===== config.mk =====
export PLATFORM = sky130hd
export DESIGN_NAME = zero_cross_meter_axis
export DESIGN_NICKNAME = d
export VERILOG_FILES = /design/src/rtl/zcm_pkg.sv /design/src/rtl/zcm_peak_tracker.sv /design/src/rtl/zero_cross_meter_axis.sv
export SDC_FILE = /design/constraint.sdc
export NUM_CORES = 1
export LEC_CHECK = 0
export CORE_ASPECT_RATIO = 1.2
export CORE_MARGIN = 3
export CORE_UTILIZATION = 44
export CTS_CLUSTER_SIZE = 8
export DETAILED_ROUTE_END_ITERATION = 12
export GPL_ROUTABILITY_DRIVEN = 1
export PLACE_DENSITY_LB_ADDON = 0.15
export SLEW_MARGIN = 10
export SYNTH_ARGS = -nofsm -noshare
export SYNTH_HDL_FRONTEND = slang
export SYNTH_SLANG_ARGS = --single-unit

===== constraint.sdc =====
create_clock -name aclk -period 3.3 [get_ports aclk]
set_input_delay 0.99 -clock aclk [delete_from_list [all_inputs] [get_ports aclk]]
set_output_delay 0.99 -clock aclk [all_outputs]
set_load 0.05 [all_outputs]

===== src/rtl/zcm_pkg.sv =====
// Shared types and record layout helpers for the zero-crossing meter.
package zcm_pkg;

    typedef enum logic [1:0] {
        INIT = 2'd0,
        POS  = 2'd1,
        NEG  = 2'd2
    } zcm_state_e;

    localparam int DW_DEF   = 16;
    localparam int CW_DEF   = 16;
    localparam int HYST_DEF = 256;

    // Record layout: period in the low CW bits, unsigned peak-to-peak above it.
    function automatic int rec_w(input int dw, input int cw);
        return cw + dw + 1;
    endfunction

    function automatic int ptp_lsb(input int cw);
        return cw;
    endfunction

    function automatic int ptp_w(input int dw);
        return dw + 1;
    endfunction

endpackage


===== src/rtl/zcm_peak_tracker.sv =====
// Running max/min of signed samples with reload, and the DW+1 bit peak-to-peak.
module zcm_peak_tracker #(
    parameter int DW = 16
) (
    input  logic                 clk_i,
    input  logic                 rst_i,
    input  logic                 en_i,
    input  logic                 reload_i,
    input  logic signed [DW-1:0] x_i,
    output logic        [DW:0]   ptp_o
);

    logic signed [DW-1:0] max_q, max_d;
    logic signed [DW-1:0] min_q, min_d;

    always_comb begin
        max_d = max_q;
        min_d = min_q;
        if (en_i) begin
            if (reload_i) begin
                max_d = x_i;
                min_d = x_i;
            end else begin
                if (x_i > max_q) max_d = x_i;
                if (x_i < min_q) min_d = x_i;
            end
        end
    end

    always_ff @(posedge clk_i) begin
        if (rst_i) begin
            max_q <= '0;
            min_q <= '0;
        end else begin
            max_q <= max_d;
            min_q <= min_d;
        end
    end

    // Sign-extend by one bit; max >= min so the modular difference is the true magnitude.
    assign ptp_o = {max_q[DW-1], max_q} - {min_q[DW-1], min_q};

endmodule


===== src/rtl/zero_cross_meter_axis.sv =====
// AXI-Stream zero-crossing meter: period and peak-to-peak per rising crossing.
// Optional status outputs (overflow_o, drop_cnt_o) enabled by ZCM_STATUS_EN.
module zero_cross_meter_axis
    import zcm_pkg::*;
#(
    parameter int DW   = DW_DEF,
    parameter int CW   = CW_DEF,
    parameter int HYST = HYST_DEF
) (
    input  logic                      aclk,
    input  logic                      areset,
    input  logic signed [DW-1:0]      tdata_s_i,
    input  logic                      tvalid_s_i,
    output logic                      tready_s_o,
    output logic [rec_w(DW,CW)-1:0]   tdata_m_o,
    output logic                      tvalid_m_o,
    input  logic                      tready_m_i
`ifdef ZCM_STATUS_EN
    ,
    output logic                      overflow_o,
    output logic [15:0]               drop_cnt_o
`endif
);

    localparam int RW = rec_w(DW, CW);
    localparam logic signed [DW-1:0] HYST_P = DW'(HYST);
    localparam logic signed [DW-1:0] HYST_N = -HYST_P;

    zcm_state_e          state_q, state_d;
    logic                rise;
    logic                ready_q;
    logic                armed_q, armed_d;
    logic [CW-1:0]       cnt_q, cnt_d;
    logic                tvalid_q, tvalid_d;
    logic [RW-1:0]       tdata_q, tdata_d;
    logic [ptp_w(DW)-1:0] ptp;
    logic                beat;
    logic                rec_vld;
    logic                load;

    assign beat = tvalid_s_i && ready_q;

    always_ff @(posedge aclk) begin
        if (areset) state_q <= INIT;
        else        state_q <= state_d;
    end

    always_comb begin
        state_d = state_q;
        rise    = 1'b0;
        if (beat) begin
            case (state_q)
                INIT: begin
                    if (tdata_s_i >= HYST_P)      state_d = POS;
                    else if (tdata_s_i <= HYST_N) state_d = NEG;
                end
                POS: begin
                    if (tdata_s_i <= HYST_N) state_d = NEG;
                end
                NEG: begin
                    if (tdata_s_i >= HYST_P) begin
                        state_d = POS;
                        rise    = 1'b1;
                    end
                end
                default: state_d = INIT;
            endcase
        end
    end

    zcm_peak_tracker #(.DW(DW)) u_peak (
        .clk_i    (aclk),
        .rst_i    (areset),
        .en_i     (beat),
        .reload_i (rise),
        .x_i      (tdata_s_i),
        .ptp_o    (ptp)
    );

    // Record is built from the window state before this crossing sample updates it.
    assign rec_vld = rise && armed_q;
    assign load    = rec_vld && (!tvalid_q || tready_m_i);

    always_comb begin
        cnt_d    = cnt_q;
        armed_d  = armed_q;
        tvalid_d = tvalid_q;
        tdata_d  = tdata_q;
        if (beat) begin
            if (rise) begin
                cnt_d   = CW'(1);
                armed_d = 1'b1;
            end else if (cnt_q != '1) begin
                cnt_d = cnt_q + 1'b1;
            end
        end
        if (load) begin
            tvalid_d = 1'b1;
            tdata_d  = {ptp, cnt_q};
        end else if (tready_m_i) begin
            tvalid_d = 1'b0;
        end
    end

    always_ff @(posedge aclk) begin
        if (areset) begin
            ready_q  <= 1'b0;
            armed_q  <= 1'b0;
            cnt_q    <= '0;
            tvalid_q <= 1'b0;
            tdata_q  <= '0;
        end else begin
            ready_q  <= 1'b1;
            armed_q  <= armed_d;
            cnt_q    <= cnt_d;
            tvalid_q <= tvalid_d;
            tdata_q  <= tdata_d;
        end
    end

    assign tready_s_o = ready_q;
    assign tvalid_m_o = tvalid_q;
    assign tdata_m_o  = tdata_q;

`ifdef ZCM_STATUS_EN
    logic        drop;
    logic        overflow_q;
    logic [15:0] drop_cnt_q;

    assign drop = rec_vld && !load;

    always_ff @(posedge aclk) begin
        if (areset) begin
            overflow_q <= 1'b0;
            drop_cnt_q <= '0;
        end else if (drop) begin
            overflow_q <= 1'b1;
            if (drop_cnt_q != '1) drop_cnt_q <= drop_cnt_q + 1'b1;
        end
    end

    assign overflow_o = overflow_q;
    assign drop_cnt_o = drop_cnt_q;
`endif

endmodule


==> impl_metrics.py <==
metrics = {
    "setup_path": {
        "crit_required_ns": 3.57,
        "cp-start-kind": "input port",
        "crit_slowest_cell": "clkdlybuf4s50_1",
        "startpoint": "tdata_s_i[15]",
        "crit_arrival_ns": 3.37,
        "cp-end-kind": "register",
        "crit_type": "input port to register",
        "path_cells": "clkdlybuf4s50_1 > ha_1 > nand4_1 > nor2_1 > o21ai_1 > or3_1 > a31oi_4 > buf_12 > mux2i_1",
        "r2r-start": "u_peak.min_q[2]",
        "path_buf_inv": 2,
        "slowest_delay_ns": 0.55,
        "path_max_fanout": 15,
        "critPathTopFamily": "buffers and inverters",
    },
    "logic_synthesis": {
        "synth_top_area_share_pct": 34.3,
        "synth_warnings": 0,
        "syn_inst": 598,
        "yosysSeqAreaShare_pct": 34.3,
        "synthArstFlopShare_pct": 0,
        "synth-main-ff-cell": "dfxtp_1",
        "synth_area_leaders": "dfxtp_1, ha_1, nand2_1, mux2i_1, a21oi_1",
        "synth_seq_cells": 86,
        "syn_area_per_cell_um2": 8.39,
        "syn_nets": 667,
        "synthDistinctLibCells": 58,
        "synth_enable_flop_cells": 0,
        "synth_area_um2": 5020,
        "yosysTopAreaCell": "dfxtp_1",
    },
    "timing": {
        "post-route-period-util_pct": 93.9,
        "period_minus_slack_ns": 3.10,
        "timing.fmax_mhz": 323,
        "slew_viol_final": 0,
        "setup_viol": 0,
        "relSlewSlack_pct": 66.0,
        "tightest_slew_ns": 0.506,
        "hold_viol_final": 0,
        "finalClockSkew_ns": 0.00840,
        "rsz0062_at_grt": "false",
    },
    "global_route": {
        "grt_pass1_wl_mm": 21.1,
        "grt_max_degree": 48,
        "grt_antenna_before_repair": 0,
        "grt.overflow.total": 0,
        "grt_pass1_vias": 4445,
        "grt_use_total_pct": 20.4,
    },
    "detailed_routing": {
        "drtIter0Drc": 165,
        "routedWlPerCell_um": 15.2,
        "ant_nets": 0,
        "drc": 0,
        "drt_first_pass_iters": 4,
        "wirelength_mm": 12.7,
        "vias_per_cell": 5.39,
        "vias": 4513,
    },
    "layout": {
        "drive_gt1_share_pct": 9.22,
        "nets": 748,
        "fin_area_um2": 6260,
        "antennaDiodeCount": 0,
        "area_growth_pct": 24.7,
    },
    "cts": {
        "cts_setup_buffers": 0,
        "clock_path_buffers": 2,
        "cts_buffers": 9,
        "cts_root_buf": "clkbuf_16",
        "clkTransAtPathRegs_ns": 0.06,
        "post_cts_resize_count": 0,
        "tritoncts": "built",
        "clock_latency_ns": 0.35,
        "cts_hold_buf": 0,
        "clkSinkCount": 86,
        "htreeDepth": 3,
    },
    "min_path": {
        "hp-start": "tdata_m_o[13]",
        "worst_hold_path_type": "register to register",
    },
    "power_and_ir_drop": {
        "power.density_nw_per_um2": 421,
        "p_total_mw": 2.64,
        "irDropWorstVdd_mv": 0.248,
        "leakage_nw": 2.49,
    },
    "placement": {
        "place_area_um2": 5960,
        "routabilityCongestion": 0.839,
        "portBuffers": 54,
        "hpwl_mm": 9.69,
    },
    "floorplan": {
        "num_rows": 42,
        "io_pins": 55,
        "die_h_um": 123,
        "start_util_pct": 45.3,
        "dieWidth_um": 104,
        "die_area_um2": 12700,
        "core_um2": 11100,
    },
    "job": {
        "maxCapViolations": 0,
    },
    "status": {
        "status": "complete, no violations",
    },
}
power breakdown:
| group | total [mW] | internal [mW] | switching [mW] |
|---|---|---|---|
| combinational | 0.523 | 0.230 | 0.293 |
| sequential | 1.08 | 1.06 | 0.0206 |
| clock | 1.03 | 0.604 | 0.427 |
| total | 2.64 | 1.90 | 0.740 |
layout make-up:
cell class | instances | area (um^2)
Fill cell | 1046 | 4830
Multi-Input combinational cell | 450 | 3010
Sequential cell | 86 | 1720
Timing Repair Buffer | 93 | 883
Clock buffer | 10 | 239
Tap cell | 154 | 193
Inverter | 39 | 146
Clock inverter | 5 | 60.1
cell usage after synthesis (3+ instances only):
master,n
a211o_1,3
a211oi_1,14
a21o_1,8
a21oi_1,44
a31oi_1,3
and3_1,6
buf_2,8
clkbuf_1,10
dfxtp_1,86
ha_1,48
inv_1,38
mux2i_1,32
nand2_1,98
nand2b_1,8
nand3_1,18
nand4_1,10
nor2_1,46
nor2b_1,3
nor3_1,9
nor4_1,4
o211ai_1,9
o21a_1,5
o21ai_0,18
o21ai_1,3
o21bai_1,3
or3_1,3
xnor2_1,10
xor2_1,9
layer usage:
layer / vias up / part of all wire (%) / GRT usage [%]
met3: 13 / 3.6 / 2.66
met5: - / 0 / 0
met2: 69 / 52 / 37.6
met4: 0 / 1.2 / 8.73
met1: 2143 / 44 / 24.1
li1: 2288 / - / -
flip-flops by register name (all words and copies together) (netlist names):
signal,cells
armed_q,1
cnt_q,16
state_q,2
tdata_m_o,33
tready_s_o,1
tvalid_m_o,1
u_peak.max_q,16
u_peak.min_q,16
logic make-up (layout without fill, tap and decap cells):
| kind of cell | after synthesis | in the layout | share of synthesized area [%] |
|---|---|---|---|
| muxes | 33 | 33 | 6.61 |
| AOI/OAI and AO/OA | 133 | 133 | 18.0 |
| and+or+nand+nor | 216 | 216 | 19.8 |
| adders and majority gates | 49 | 49 | 12.4 |
| xor gates and xnor gates | 19 | 19 | 3.32 |
| buffers and inverters | 62 | 147 | 5.66 |
| DFF | 86 | 86 | 34.3 |
worst register-to-register path: cells and delay by family, from the launching register on:
kind / cells / cell delay (ns)
AO/OA/AOI/OAI: 3 / 0.82
adder cells (fa/ha/maj): 1 / 0.34
buffers and inverters: 1 / 0.07
flip-flops: 1 / 0.34
AND/OR/NAND/NOR: 3 / 0.79
path summary, 6_finish.rpt:
kind | cells past startpoint | slack (ns) | end
worst max register to register | 8 | 0.88 | tdata_m_o[28]
worst min register to register | 2 | 0.45 | tdata_m_o[13]
worst max-delay path | 9 | 0.20 | u_peak.max_q[5]
worst min-delay path | 2 | 0.45 | tdata_m_o[13]
stage by stage:
stage          instances  hold WS [ns]  setup WS (ns)  utilization (%)  TNS [ns]
2_1_floorplan        598         0.438          0.551                -         0
3_3_place_gp         822         0.441         -0.105             53.7     -1.58
3_5_place_dp         822         0.446         -0.172             53.7     -2.95
4_1_cts              837         0.454          0.183             56.4         0
5_1_grt              837         0.478        0.00472             56.4         0
6_report             837         0.451          0.203             56.4         0
placed cells by master (no fill, tap or decap), types with 4 or more instances in the layout:
cell / instances
nand2_1: 98
dfxtp_1: 86
clkdlybuf4s50_1: 54
ha_1: 48
nor2_1: 46
a21oi_1: 44
inv_1: 38
buf_4: 35
mux2i_1: 32
o21ai_0: 18
nand3_1: 18
a211oi_1: 14
nand4_1: 10
xnor2_1: 10
nor3_1: 9
o211ai_1: 9
xor2_1: 9
clkbuf_16: 9
a21o_1: 8
nand2b_1: 8
and3_1: 6
o21a_1: 5
nor4_1: 4
buf_12: 4
Note: power is estimated with default switching activity, not from simulation.
